<file path="src/rtl/pipe_stage_reg.sv">
// pipe_stage_reg: reusable pipeline-boundary register.
// It carries a data payload, a control bundle and a destination index.
// Inputs and outputs use a valid/ready handshake. The block also supports
// flush-to-bubble and keeps a saturating count of stall cycles.
//
// Optional feature macro: PIPE_SKID_EN
//   defined   -> two-entry buffer (main + skid). in_ready depends only on
//                held state, so there is no combinational path from out_ready.
//   undefined -> single main register. in_ready = !out_valid || out_ready.
//
// Handshake: an entry moves on a rising edge where valid && ready are both
// high. The sender holds its payload stable until that edge. The receiver
// may change ready at any time. A flush edge kills every held entry and the
// incoming entry, and it overrides a simultaneous output transfer.
module pipe_stage_reg #(
    parameter int DATA_W = 96,
    parameter int CTRL_W = 9,
    parameter int REG_W  = 5,
    parameter int CNT_W  = 16
) (
    input  logic              clk,
    input  logic              rst,
    input  logic              flush,
    input  logic              in_valid,
    output logic              in_ready,
    input  logic [DATA_W-1:0] in_data,
    input  logic [CTRL_W-1:0] in_ctrl,
    input  logic [REG_W-1:0]  in_dest,
    output logic              out_valid,
    input  logic              out_ready,
    output logic [DATA_W-1:0] out_data,
    output logic [CTRL_W-1:0] out_ctrl,
    output logic [REG_W-1:0]  out_dest,
    output logic [CNT_W-1:0]  stall_cnt
);

    localparam logic [CNT_W-1:0] CNT_MAX = '1;

    logic              main_valid;
    logic [DATA_W-1:0] main_data;
    logic [CTRL_W-1:0] main_ctrl;
    logic [REG_W-1:0]  main_dest;
    logic [CNT_W-1:0]  cnt_q;

    logic in_xfer;
    logic main_free;

    assign in_xfer   = in_valid && in_ready;
    // Main can take a new entry if it is empty or is being drained this edge.
    assign main_free = !main_valid || out_ready;

    assign out_valid = main_valid;
    assign out_data  = main_data;
    assign out_dest  = main_dest;
    // A bubble must never carry write enables downstream.
    assign out_ctrl  = main_valid ? main_ctrl : '0;
    assign stall_cnt = cnt_q;

`ifdef PIPE_SKID_EN
    logic              skid_valid;
    logic [DATA_W-1:0] skid_data;
    logic [CTRL_W-1:0] skid_ctrl;
    logic [REG_W-1:0]  skid_dest;

    // in_ready depends only on the skid flag and reset, never on out_ready.
    assign in_ready = rst && !skid_valid;

    // Main/skid update. Flush wins. A drain refills main from skid first,
    // otherwise from an input transfer. A stalled input goes to skid.
    always_ff @(posedge clk or negedge rst) begin
        if (!rst) begin
            main_valid <= 1'b0;
            main_data  <= '0;
            main_ctrl  <= '0;
            main_dest  <= '0;
            skid_valid <= 1'b0;
            skid_data  <= '0;
            skid_ctrl  <= '0;
            skid_dest  <= '0;
        end else if (flush) begin
            main_valid <= 1'b0;
            main_ctrl  <= '0;
            skid_valid <= 1'b0;
        end else if (main_free) begin
            if (skid_valid) begin
                main_valid <= 1'b1;
                main_data  <= skid_data;
                main_ctrl  <= skid_ctrl;
                main_dest  <= skid_dest;
                skid_valid <= 1'b0;
            end else if (in_xfer) begin
                main_valid <= 1'b1;
                main_data  <= in_data;
                main_ctrl  <= in_ctrl;
                main_dest  <= in_dest;
            end else begin
                main_valid <= 1'b0;
            end
        end else if (in_xfer) begin
            skid_valid <= 1'b1;
            skid_data  <= in_data;
            skid_ctrl  <= in_ctrl;
            skid_dest  <= in_dest;
        end
    end
`else
    // Accept an entry whenever main will be free at the coming edge.
    assign in_ready = rst && main_free;

    // Main register update. Flush wins. Otherwise main refills or empties
    // when free, and holds unchanged during a stall.
    always_ff @(posedge clk or negedge rst) begin
        if (!rst) begin
            main_valid <= 1'b0;
            main_data  <= '0;
            main_ctrl  <= '0;
            main_dest  <= '0;
        end else if (flush) begin
            main_valid <= 1'b0;
            main_ctrl  <= '0;
        end else if (main_free) begin
            main_valid <= in_xfer;
            if (in_xfer) begin
                main_data <= in_data;
                main_ctrl <= in_ctrl;
                main_dest <= in_dest;
            end
        end
    end
`endif

    // Count stalled cycles, but not flush cycles. The count saturates and
    // is cleared only by reset.
    always_ff @(posedge clk or negedge rst) begin
        if (!rst) begin
            cnt_q <= '0;
        end else if (main_valid && !out_ready && !flush && (cnt_q != CNT_MAX)) begin
            cnt_q <= cnt_q + 1'b1;
        end
    end

endmodule
</file>
<file path="config.mk">
export PLATFORM = sky130hd
export DESIGN_NAME = pipe_stage_reg
export DESIGN_NICKNAME = d
export VERILOG_FILES = /design/src/rtl/pipe_stage_reg.sv
export SDC_FILE = /design/constraint.sdc
export NUM_CORES = 1
export LEC_CHECK = 0
export ABC_AREA = 1
export CAP_MARGIN = 5
export CORE_MARGIN = 3
export CORE_UTILIZATION = 39
export DETAILED_ROUTE_END_ITERATION = 16
export GPL_TIMING_DRIVEN = 0
export PLACE_DENSITY = 0.79
export SYNTH_ARGS = -nofsm -noshare
export SYNTH_HDL_FRONTEND = slang
export SYNTH_SLANG_ARGS = --single-unit
export TNS_END_PERCENT = 1
</file>
<file path="constraint.sdc">
create_clock -name clk -period 1.4 [get_ports clk]
set_input_delay 0.21 -clock clk [delete_from_list [all_inputs] [get_ports clk]]
set_output_delay 0.21 -clock clk [all_outputs]
set_load 0.005 [all_outputs]
</file>
Word level (Yosys, flattened, before mapping)
Cells that the tools add are included.
Operators by class
  add/sub/neg operators: 1
  equality and inequality tests: 1
  muxes and demuxes: 6
  bitwise gates (word level): 1
  reductions and logical operators: 13
Operators with widths (count)
  2-to-1 mux 9 bit: 4
  adder 16 x 1 -> 16 bit, second input constant: 1
  inequality test 16 bit, second input constant: 1
  logical AND 1 bit: 5
  nonzero test 2 bit: 2
  logical NOT 1 bit: 3
  AND reduction 3 bit: 1
  2-to-1 mux 1 bit: 2
  AND reduction 2 bit: 1
  logical OR 1 bit: 1
  NOT 1 bit: 1
Word-level totals
  register bits after elaboration: 127
  word-level logic and storage cells: 27

Logic depth before layout (Yosys ltp)
Gate-level depths: netlist of the first run.
  depth in word-level cells: 7
  mapped depth: 9
  depth with buffers taken out: 9

Least setup slack after synthesis of the first run
Ideal clock, no wire load.
  path type: flip-flop to flip-flop
  start point: register cnt_q[0], in the netlist stall_cnt[0]
  end point: register cnt_q[2], in the netlist stall_cnt[2]
  setup time: 122 ps
  arrival time: 1310 ps
  path slack: -32 ps
  cell stages (with the launch flop): 10
  buffers on the path: 0
  clock period less this slack: 1432 ps
  cells stage by stage: dfrtp_1 > ha_1 > nand3_1 > inv_1 > nand2_1 > inv_1 > nand2_4 > nand2_4 > nand2_1 > o21ai_2
On the way
  longest elaborated chain between the ends: 2
RTL lines
  start, declared: RTL line 43  | logic [CNT_W-1:0] cnt_q;
  start signal, assigned: RTL line 138  | cnt_q <= cnt_q + 1'b1;
  parallel branches: the longest is 2 deep, another holds adder 16 x 1 -> 16 bit
Several ways; the timed one is not identified.
A chain may end at the register's enable or synchronous reset.

Worst setup path in the final report of the first run
  start point: register main_valid, in the netlist out_valid
  end point: output out_ctrl[2]
On the way
  longest elaborated chain between the ends: 1
RTL lines
  start, declared: RTL line 39  | logic main_valid;
  start signal, assigned: RTL line 122  | main_valid <= in_xfer;
  2-to-1 mux 9 bit: RTL line 56  | assign out_ctrl = main_valid ? main_ctrl : '0;
  end, declared: RTL line 32  | output logic [CTRL_W-1:0] out_ctrl,
Every way passes these cells.

==> impl_metrics.json, run 1 <==
{
  "ant_nets": 0,
  "grt_overflow": 0,
  "synth_fp_nets": 756,
  "reg2reg_to": "stall_cnt[5]",
  "rr_startpoint": "stall_cnt[0]",
  "start_kind": "flip-flop",
  "cp.required_ns": 1.19,
  "die_w_um": 128.8,
  "hpwlAfterDp_mm": 11.48,
  "max_cap_viol_count": 0,
  "synth.avg_cell_area_um2": 9.187,
  "crit_top_cell": "buf_6",
  "relSlewSlack_pct": 68.40,
  "clk_path_buf_depth": 2,
  "clock_latency_ns": 0.41,
  "drc": 0,
  "skew_ns": 0.004172,
  "cts_tree": "yes",
  "die_h_um": 128.8,
  "grt_max_degree": 81,
  "numCtsBuffers": 17,
  "cts.sinks": 127,
  "syn_area_mm2": 0.005879,
  "min_period_ns": 1.505,
  "post_layout_nonfiller_instances": 1117,
  "critPathMaxStageDelay_ns": 0.45,
  "crit_type": "flip-flop to primary output",
  "placed_cell_area_mm2": 0.008563,
  "place.gp.congestion": 0.8441,
  "drt-total-wl_mm": 16.07,
  "min_period_over_period_pct": 107.5,
  "ys_warn_count": 0,
  "layout_commonest_cell": "nand2_1",
  "p_total_w": 0.01189,
  "ys_ff_latch": 127,
  "placed_cells": 1067,
  "setup_ws_ns": -0.1046,
  "rsz0062_at_grt": "true",
  "p_leak_nw": 4.966,
  "antenna_found_initial": 0,
  "critical_path.top_delay_family": "flip-flops",
  "cp.depth": 5,
  "cts.reportedPaths.clkPinSlew_ns": 0.06,
  "worstPathMaxFanout": 4,
  "drt_iter0_drc": 205,
  "cp_data_arrival_time_ns": 1.29,
  "crit_end": "out_ctrl[2]",
  "grt_first_pass_wirelength_mm": 25.63,
  "via_count": 5081,
  "syn_inst": 640,
  "ys_types": 24,
  "seq_area_frac_synth_pct": 54.05,
  "worst-r2r-setup-slack_ns": -0.07,
  "nFillCells": 1250,
  "cp-end-kind": "primary output",
  "status": "complete, but fails checks",
  "path_buf_inv": 4,
  "fin_area_mm2": 0.009279,
  "ios": 243,
  "hold_viol_final": 47,
  "crit_start": "out_valid",
  "layout.nets": 1036,
  "power.density_mw_per_mm2": 1282,
  "drive_above_1_share_pct": 22.19,
  "num_rows": 44,
  "diodes": 0,
  "setup_violations": 46,
  "vias_per_cell": 4.549,
  "syn2layout_area_growth_pct": 57.82,
  "wl_per_cell_um": 14.39,
  "fmax_ghz": 0.6646,
  "core-area_mm2": 0.01464,
  "mostFrequentLayoutCells": "159 x nand2_1, 131 x inv_1, 122 x dfrtp_1, 118 x dlygate4sd2_1, 113 x clkdlybuf4s50_1",
  "irDropWorstVdd_mv": 0.7860,
  "tightest_slew_ns": 0.4740,
  "holdWs_ns": -0.2632,
  "initial_utilization_pct": 40.15,
  "htree_levels": 4,
  "hold_class": "input pin to asynchronous set/reset pin",
  "maxSlewViolCount": 0,
  "violations": "negative hold slack, negative setup slack",
  "gr-usage-all-layers_pct": 19.71,
  "rr_worst_depth": 8,
  "first_global_vias": 5079,
  "root_buffer": "clkbuf_16",
  "drt_pass1_iterations": 5,
  "setup_tns_ns": -1.187,
  "worstPathCellList": "buf_6, buf_6, nand2_2, inv_2, buf_6",
  "dieArea_mm2": 0.01658,
  "port_buffers": 242,
  "crit_slowest_cell": "dfrtp_2"
}
-- cell families after synthesis --
| family | after synthesis | share of synthesized area (%) |
|---|---|---|
| adder cells (fa/ha/maj) | 1 | 0.2128 |
| AND/OR/NAND/NOR | 228 | 16.71 |
| AO/OA/AOI/OAI | 118 | 15.51 |
| flip-flops | 127 | 54.05 |
| buffers and inverters | 164 | 13.22 |
| XOR/XNOR | 2 | 0.2980 |
-- power by group --
group / switching (W) / internal [W]
clock: 0.00165 / 0.00322
sequential: 0.000338 / 0.00425
combinational: 0.00108 / 0.00134
total: 0.00307 / 0.00882
-- repair_timing --
item / 4_1_cts / 5_1_grt
setup buffers: 17 / 1
endpoints found under the setup margin: 253 / 140
gates resized for setup: 169 / 30
cloned: 1 / 0
pin swaps: 3 / 13
endpoints found under the hold margin: 47 / 47
-- cell type report --
class / count / area, um2 / share of cell area (%)
multi-input combinational: 349 / 2009 / 21.66
timing repair buffer: 262 / 2432 / 26.21
clock inverter: 12 / 209.0 / 2.252
inverter: 139 / 521.8 / 5.623
clock buffer: 20 / 446.7 / 4.814
buffer: 24 / 245.2 / 2.643
tap: 184 / 230.2 / 2.481
sequential: 127 / 3184 / 34.32
-- worst min path at each step --
stage,to,start,slack (ns),depth (start not counted)
floorplan,main_ctrl[0],rst,-0.09,0
global placement,out_data[26],out_data[26],0.46,2
detailed placement,out_data[4],rst,0.18,1
CTS,out_data[0],rst,-0.27,1
global route,out_data[0],rst,-0.24,1
finish,out_data[0],rst,-0.26,1
-- registers in the layout, indices dropped and copies added, names as in the netlist --
register   flops
out_valid      1
out_data      96
main_ctrl      9
out_dest       5
stall_cnt     16
-- per-stage QoR --
step | setup WS [ns] | utilization, %
floorplan | 0.01043 | -
finish | -0.1046 | 63.36
CTS | -0.1497 | 62.94
global placement | -5.087 | 58.28
detailed placement | -0.3774 | 58.48
global route | -0.1599 | 63.36
-- routing by layer --
| layer | global-route usage [%] | vias up | part of all wire, % |
|---|---|---|---|
| met5 | 0 | - | 0 |
| met4 | 7.783 | 0 | 2.4 |
| met3 | 7.140 | 26 | 7.6 |
| met2 | 32.74 | 165 | 50 |
| met1 | 23.30 | 2374 | 40 |
| li1 | - | 2516 | - |
-- synthesized netlist by cell type --
library cell | count | area [um2]
nand2_2 | 1 | 6.260
inv_1 | 137 | 514.2
nor2_4 | 4 | 45.04
nand3_4 | 1 | 17.52
o21ai_2 | 82 | 718.2
nand2_4 | 2 | 22.52
o21ai_1 | 3 | 15.01
nand3_2 | 1 | 10.01
buf_6 | 21 | 236.5
nand3b_1 | 3 | 22.52
o21ai_0 | 32 | 160.2
inv_2 | 2 | 7.510
nand3_1 | 18 | 90.09
xnor2_1 | 2 | 17.52
nor3_1 | 2 | 10.01
ha_1 | 1 | 12.51
dfrtp_1 | 127 | 3178
nand4_1 | 6 | 37.54
nor2_2 | 3 | 18.77
buf_4 | 1 | 7.510
a21boi_4 | 1 | 18.77
nand2_1 | 170 | 638.1
nor2_1 | 17 | 63.81
clkbuf_1 | 3 | 11.26
(Power assumes the default switching activity.)
==> run 2, diff against run 1 <==
--- a/config.mk
+++ b/config.mk
@@ -7,11 +7,15 @@
 export LEC_CHECK = 0
 export ABC_AREA = 1
 export CAP_MARGIN = 5
+export CELL_PAD_IN_SITES_DETAIL_PLACEMENT = 0
+export CELL_PAD_IN_SITES_GLOBAL_PLACEMENT = 1
 export CORE_MARGIN = 3
-export CORE_UTILIZATION = 39
+export CORE_UTILIZATION = 28
 export DETAILED_ROUTE_END_ITERATION = 16
+export GPL_ROUTABILITY_DRIVEN = 0
 export GPL_TIMING_DRIVEN = 0
-export PLACE_DENSITY = 0.79
+export PLACE_DENSITY = 0.78
+export REMOVE_ABC_BUFFERS = 1
 export SYNTH_ARGS = -nofsm -noshare
 export SYNTH_HDL_FRONTEND = slang
 export SYNTH_SLANG_ARGS = --single-unit
==> impl_metrics.json, run 2 (same netlist as run 1, synthesis figures left out) <==
{
  "hold_viol_final": 89,
  "gr-usage-all-layers_pct": 14.74,
  "clock_latency_ns": 0.41,
  "violations": "negative hold slack, negative setup slack",
  "diodes": 0,
  "largest_reg_flops": 96,
  "drive_above_1_share_pct": 23.41,
  "hold_class": "input pin to asynchronous set/reset pin",
  "layout_commonest_cell": "nand2_1",
  "fmax_ghz": 0.6219,
  "rr_worst_depth": 7,
  "cp.required_ns": 1.19,
  "relSlewSlack_pct": 79.24,
  "crit_end": "in_ready",
  "drt-total-wl_mm": 17.07,
  "first_global_vias": 4778,
  "mostFrequentLayoutCells": "139 x nand2_1, 132 x inv_1, 120 x dfrtp_1, 114 x dlygate4sd2_1, 113 x clkdlybuf4s50_1",
  "rr_startpoint": "out_valid",
  "p_total_w": 0.01169,
  "reg2reg_to": "out_dest[4]",
  "core-area_mm2": 0.02043,
  "cts.reportedPaths.clkPinSlew_ns": 0.06,
  "crit_type": "flip-flop to primary output",
  "vias_per_cell": 4.164,
  "setup_ws_ns": -0.2080,
  "worstPathMaxFanout": 3,
  "clk_path_buf_depth": 2,
  "cts.sinks": 127,
  "status": "complete, but fails checks",
  "initial_utilization_pct": 28.78,
  "via_count": 4930,
  "num_rows": 52,
  "syn2layout_area_growth_pct": 59.29,
  "irDropWorstVdd_mv": 0.7054,
  "worst-r2r-setup-slack_ns": -0.17,
  "cp-end-kind": "primary output",
  "rsz0062_at_grt": "true",
  "wl_per_cell_um": 14.41,
  "holdWs_ns": -0.3370,
  "tightest_slew_ns": 0.3107,
  "setup_violations": 118,
  "drt_iter0_drc": 139,
  "cts_tree": "yes",
  "skew_ns": 0.009418,
  "dieArea_mm2": 0.02277,
  "power.density_mw_per_mm2": 1248,
  "setup_tns_ns": -13.73,
  "nFillCells": 2044,
  "ios": 243,
  "die_h_um": 150.9,
  "place_ws_ns": -1.184,
  "min_period_over_period_pct": 114.9,
  "htree_levels": 4,
  "crit_start": "out_valid",
  "placed_cell_area_mm2": 0.008503,
  "layout.nets": 1017,
  "start_kind": "flip-flop",
  "grt_max_degree": 71,
  "ant_nets": 0,
  "max_cap_viol_count": 0,
  "cp_data_arrival_time_ns": 1.40,
  "antenna_found_initial": 0,
  "root_buffer": "clkbuf_16",
  "grt_first_pass_wirelength_mm": 26.10,
  "p_leak_nw": 4.881,
  "die_w_um": 150.9,
  "maxSlewViolCount": 0,
  "grt_overflow": 0,
  "min_period_ns": 1.608,
  "numCtsBuffers": 17,
  "drt_pass1_iterations": 4,
  "hpwlAfterDp_mm": 10.99,
  "port_buffers": 242,
  "drc": 0,
  "fin_area_mm2": 0.009365
}
-- run 2: cell types whose count changed in the layout (fill, tap and decap cells not counted), moves of 3 or more --
cell and delta:
buf_12 +4, buf_6 -20, o21ai_1 +13, buf_4 -9
inv_6 +3, dlygate4sd2_1 -4, nand2_2 +22, clkbuf_1 -3
buf_16 +5, nand2_1 -20, nor2_4 -3, o21ai_0 -15
-- run 2: timing repair --
action / 4_1_cts / 5_1_grt
pin swaps: 4 / 2
endpoints found under the hold margin: 89 / 51
buffers inserted: 14 / 3
gates resized for setup: 176 / 74
setup endpoints to repair: 255 / 141
cloned: 5 / 2
-- run 2: final cells by class --
| cell class | count | area (um2) | area share [%] |
|---|---|---|---|
| clock buffers | 18 | 429.2 | 4.583 |
| clock inverters | 14 | 182.7 | 1.951 |
| inverters | 139 | 521.8 | 5.571 |
| multi-input cells | 349 | 2044 | 21.83 |
| flip-flops and latches | 127 | 3187 | 34.03 |
| well taps | 270 | 337.8 | 3.607 |
| repair buffers | 267 | 2663 | 28.43 |
-- run 2: critical path: stages (launching register included) --
cell and delay (ns):
dfrtp_2 0.44, buf_6 0.13, a21boi_4 0.21, buf_6 0.13
buf_6 0.08
-- run 2: how the worst min path moves through the flow --
stage / end / slack, ns / cells past startpoint
global placement: out_dest[3] / 0.46 / 2
floorplan: main_ctrl[0] / -0.09 / 0
global route: main_ctrl[5] / -0.35 / 1
detailed placement: main_ctrl[5] / 0.21 / 1
finish: main_ctrl[5] / -0.34 / 1
CTS: main_ctrl[5] / -0.34 / 1
-- run 2: routing by layer --
metal | GRT usage (%) | vias up | share of wire (%)
met2 | 23.49 | 150 | 48
met4 | 4.624 | 0 | 1.5
li1 | - | 2479 | -
met3 | 6.972 | 13 | 9.3
met5 | 0 | - | 0
met1 | 17.68 | 2288 | 42
-- run 2: power by group --
part / internal [W] / total, W / leakage, nW / switching [W]
registers: 0.00426 / 0.00462 / 1.60 / 0.000366
logic: 0.00137 / 0.00245 / 2.99 / 0.00108
clock network: 0.00284 / 0.00461 / 0.288 / 0.00178
-- run 2: through the flow --
stage	instances	utilization, %	hold WS, ns
after global routing	1184	45.84	-0.3498
final	1184	45.84	-0.3370
after detailed placement	1131	41.62	0.2084
after CTS	1182	45.39	-0.3416
after floorplan	615	-	-0.08559
after global placement	1127	41.04	0.4636
==> run 3, diff against run 2 <==
--- a/config.mk
+++ b/config.mk
@@ -5,16 +5,15 @@
 export SDC_FILE = /design/constraint.sdc
 export NUM_CORES = 1
 export LEC_CHECK = 0
-export ABC_AREA = 1
 export CAP_MARGIN = 5
 export CELL_PAD_IN_SITES_DETAIL_PLACEMENT = 0
 export CELL_PAD_IN_SITES_GLOBAL_PLACEMENT = 1
-export CORE_MARGIN = 3
+export CORE_MARGIN = 8
 export CORE_UTILIZATION = 28
 export DETAILED_ROUTE_END_ITERATION = 16
 export GPL_ROUTABILITY_DRIVEN = 0
 export GPL_TIMING_DRIVEN = 0
-export PLACE_DENSITY = 0.78
+export PLACE_DENSITY = 0.77
 export REMOVE_ABC_BUFFERS = 1
 export SYNTH_ARGS = -nofsm -noshare
 export SYNTH_HDL_FRONTEND = slang
==> impl_metrics.json, run 3 <==
{
  "layout_commonest_cell": "dfrtp_1",
  "num_rows": 49,
  "rsz0062_at_grt": "true",
  "layout.nets": 718,
  "status": "complete, but fails checks",
  "p_leak_nw": 4.098,
  "fin_util_pct": 50.17,
  "irDropWorstVdd_mv": 0.7984,
  "cp.required_ns": 1.69,
  "core-area_mm2": 0.01772,
  "drt-total-wl_mm": 16.04,
  "cp_data_arrival_time_ns": 1.98,
  "cts.sinks": 127,
  "wl_per_cell_um": 19.01,
  "worst-r2r-setup-slack_ns": -0.27,
  "synth.avg_cell_area_um2": 15.44,
  "p_comb_share_pct": 21.6,
  "via_count": 3808,
  "antenna_found_initial": 0,
  "drt_iter0_drc": 70,
  "first_global_vias": 4086,
  "synth_top_family_by_area": "multiplexers",
  "maxSlewViolCount": 0,
  "min_period_over_period_pct": 120.7,
  "rr_startpoint": "out_valid",
  "clk_path_buf_depth": 2,
  "min_period_ns": 1.689,
  "crit_type": "input pin to flip-flop",
  "p_sw_w": 0.002977,
  "port_buffers": 242,
  "yosys.cell_count.top_type": "dfrtp_1",
  "hold_viol_final": 46,
  "synthArstFlopShare_pct": 100.0,
  "crit_end": "stall_cnt[10]",
  "relSlewSlack_pct": 71.35,
  "synthTopCellsByArea": "dfrtp_1 64%, mux2_2 17%, mux2_1 6.3%, a22o_1 1.6%, and2_1 1.5%",
  "cts_tree": "yes",
  "root_buffer": "clkbuf_16",
  "holdWs_ns": -0.3060,
  "diodes": 0,
  "mostFrequentLayoutCells": "116 x dfrtp_1, 113 x clkdlybuf4s50_1, 112 x dlygate4sd2_1, 55 x mux2_4, 37 x mux2_2",
  "ios": 243,
  "placed_cell_area_mm2": 0.007727,
  "seq_area_frac_synth_pct": 63.72,
  "max_cap_viol_count": 0,
  "vias_per_cell": 4.512,
  "grt_overflow": 0,
  "die_w_um": 149.5,
  "synthFlopType": "dfrtp_1",
  "syn2layout_area_growth_pct": 78.25,
  "clock_latency_ns": 0.41,
  "reg2reg_to": "stall_cnt[10]",
  "grt_max_degree": 49,
  "synth_adder_area_share_pct": 0.2509,
  "yosys.area.top_type": "dfrtp_1",
  "gr-usage-all-layers_pct": 13.53,
  "cp-end-kind": "flip-flop",
  "largest_reg_flops": 96,
  "hold_class": "input pin to asynchronous set/reset pin",
  "synth-compound-area-share_pct": 3.036,
  "skew_ns": 0.007213,
  "htree_levels": 4,
  "synth-simple-area-share_pct": 6.598,
  "start_kind": "input pin",
  "setup_ws_ns": -0.2894,
  "seqPwrFrac_pct": 38.4,
  "drc": 0,
  "crit_start": "flush",
  "yosys.area.top_type_share_pct": 63.72,
  "worstPathMaxFanout": 5,
  "hpwlAfterDp_mm": 10.83,
  "dieArea_mm2": 0.02234,
  "synth-edff-count": 0,
  "initial_utilization_pct": 28.15,
  "violations": "negative hold slack, negative setup slack",
  "drt_pass1_iterations": 4,
  "clkPwrFrac_pct": 40.0,
  "syn_area_mm2": 0.004987,
  "setup_violations": 127,
  "syn_inst": 323,
  "ys_warn_count": 0,
  "synthXorXnorAreaFrac_pct": 1.756,
  "p_int_w": 0.009265,
  "ant_nets": 0,
  "drive_above_1_share_pct": 32.52,
  "synth_mux_area_share_pct": 23.33,
  "ys_ff_latch": 127,
  "ys_types": 33,
  "tightest_slew_ns": 0.4297,
  "rr_worst_depth": 4,
  "ys_top_cells_by_count": "127 x dfrtp_1, 74 x mux2_2, 28 x mux2_1",
  "fin_area_mm2": 0.008890,
  "die_h_um": 149.5,
  "place_ws_ns": -1.512,
  "numCtsBuffers": 17,
  "power.density_mw_per_mm2": 1377,
  "grt_first_pass_wirelength_mm": 23.41,
  "cts.reportedPaths.clkPinSlew_ns": 0.06,
  "swShare_pct": 24.32,
  "fmax_ghz": 0.5919
}
==> run 3: changes by cell type after synthesis, sizes merged, moves of 6 or more <==
cell / previous run / this run
nand2: 173 / 2
inv: 139 / 0
o21ai: 117 / 4
mux2: 0 / 103
nor2: 24 / 5
and2: 0 / 12
nand3: 20 / 8
a22o: 0 / 9
buf: 22 / 13
xor2: 0 / 6
==> run 3: cell families (layout without fill, tap and decap cells) <==
family / count (synthesis) / after routing
XOR/XNOR: 10 / 10
AND/OR/NAND/NOR: 48 / 48
multiplexers: 103 / 103
flip-flops: 127 / 127
adder cells (fa/ha/maj): 1 / 1
buffers and inverters: 13 / 305
AO/OA/AOI/OAI: 21 / 21
==> run 3: layer usage <==
| layer | GRT usage [%] | routed length, um | up-vias |
|---|---|---|---|
| li1 | - | - | 1726 |
| met1 | 15.76 | 6631 | 1914 |
| met2 | 22.36 | 7864 | 147 |
| met3 | 5.141 | 1259 | 21 |
| met4 | 4.745 | 285 | 0 |
| met5 | 0 | 0 | - |
==> run 3: through the flow <==
| stage | power [W] | setup TNS, ns | cells | hold WS, ns |
|---|---|---|---|---|
| after floorplan | 0.005462 | -491.45 | 310 | -0.08559 |
| after global placement | 0.007393 | -1890.94 | 781 | 0.4666 |
| after detailed placement | 0.007471 | -146.55 | 785 | 0.1597 |
| after CTS | 0.01215 | -29.96 | 837 | -0.3165 |
| after global routing | 0.01286 | -29.95 | 844 | -0.3046 |
| final | 0.01224 | -22.08 | 844 | -0.3060 |
==> run 3: cell type report <==
type / instances / area [um2]
Multi-Input combinational cell: 183 / 2044
Timing Repair Buffer: 273 / 2709
Sequential cell: 127 / 3192
Clock buffer: 18 / 429.2
Clock inverter: 14 / 229.0
Fill cell: 1571 / 8828
Tap cell: 229 / 286.5
==> run 3: what timing repair did <==
item | CTS | global route
cloned | 4 | 2
setup buffers | 16 | 6
hold endpoints to repair | 46 | 46
pin swaps | 6 | 12
setup endpoints to repair | 254 | 144
gates resized for setup | 186 | 80
==> run 3: worst min path at each step <==
stage and end:
3_5_place_dp out_data[0], 2_1_floorplan main_ctrl[0], 4_1_cts out_data[0], 5_1_grt out_dest[2]
6_report out_data[0], 3_3_place_gp out_data[67]
==> run 3: power groups by stage <==
stage / logic [W] / clock network [W] / registers (W)
after floorplan: 0.000669 / 0 / 0.00479
after global placement: 0.00265 / 0 / 0.00475
after detailed placement: 0.00269 / 0 / 0.00478
after CTS: 0.00239 / 0.00503 / 0.00472
after global routing: 0.00284 / 0.00525 / 0.00477
final: 0.00264 / 0.00490 / 0.00470
==> run 3: worst max-delay path, cell delays in order <==
cell and delay [ns]:
clkdlybuf4s50_1 0.57, or3b_4 0.52, nor3_4 0.19, and3_1 0.19, mux2_4 0.30
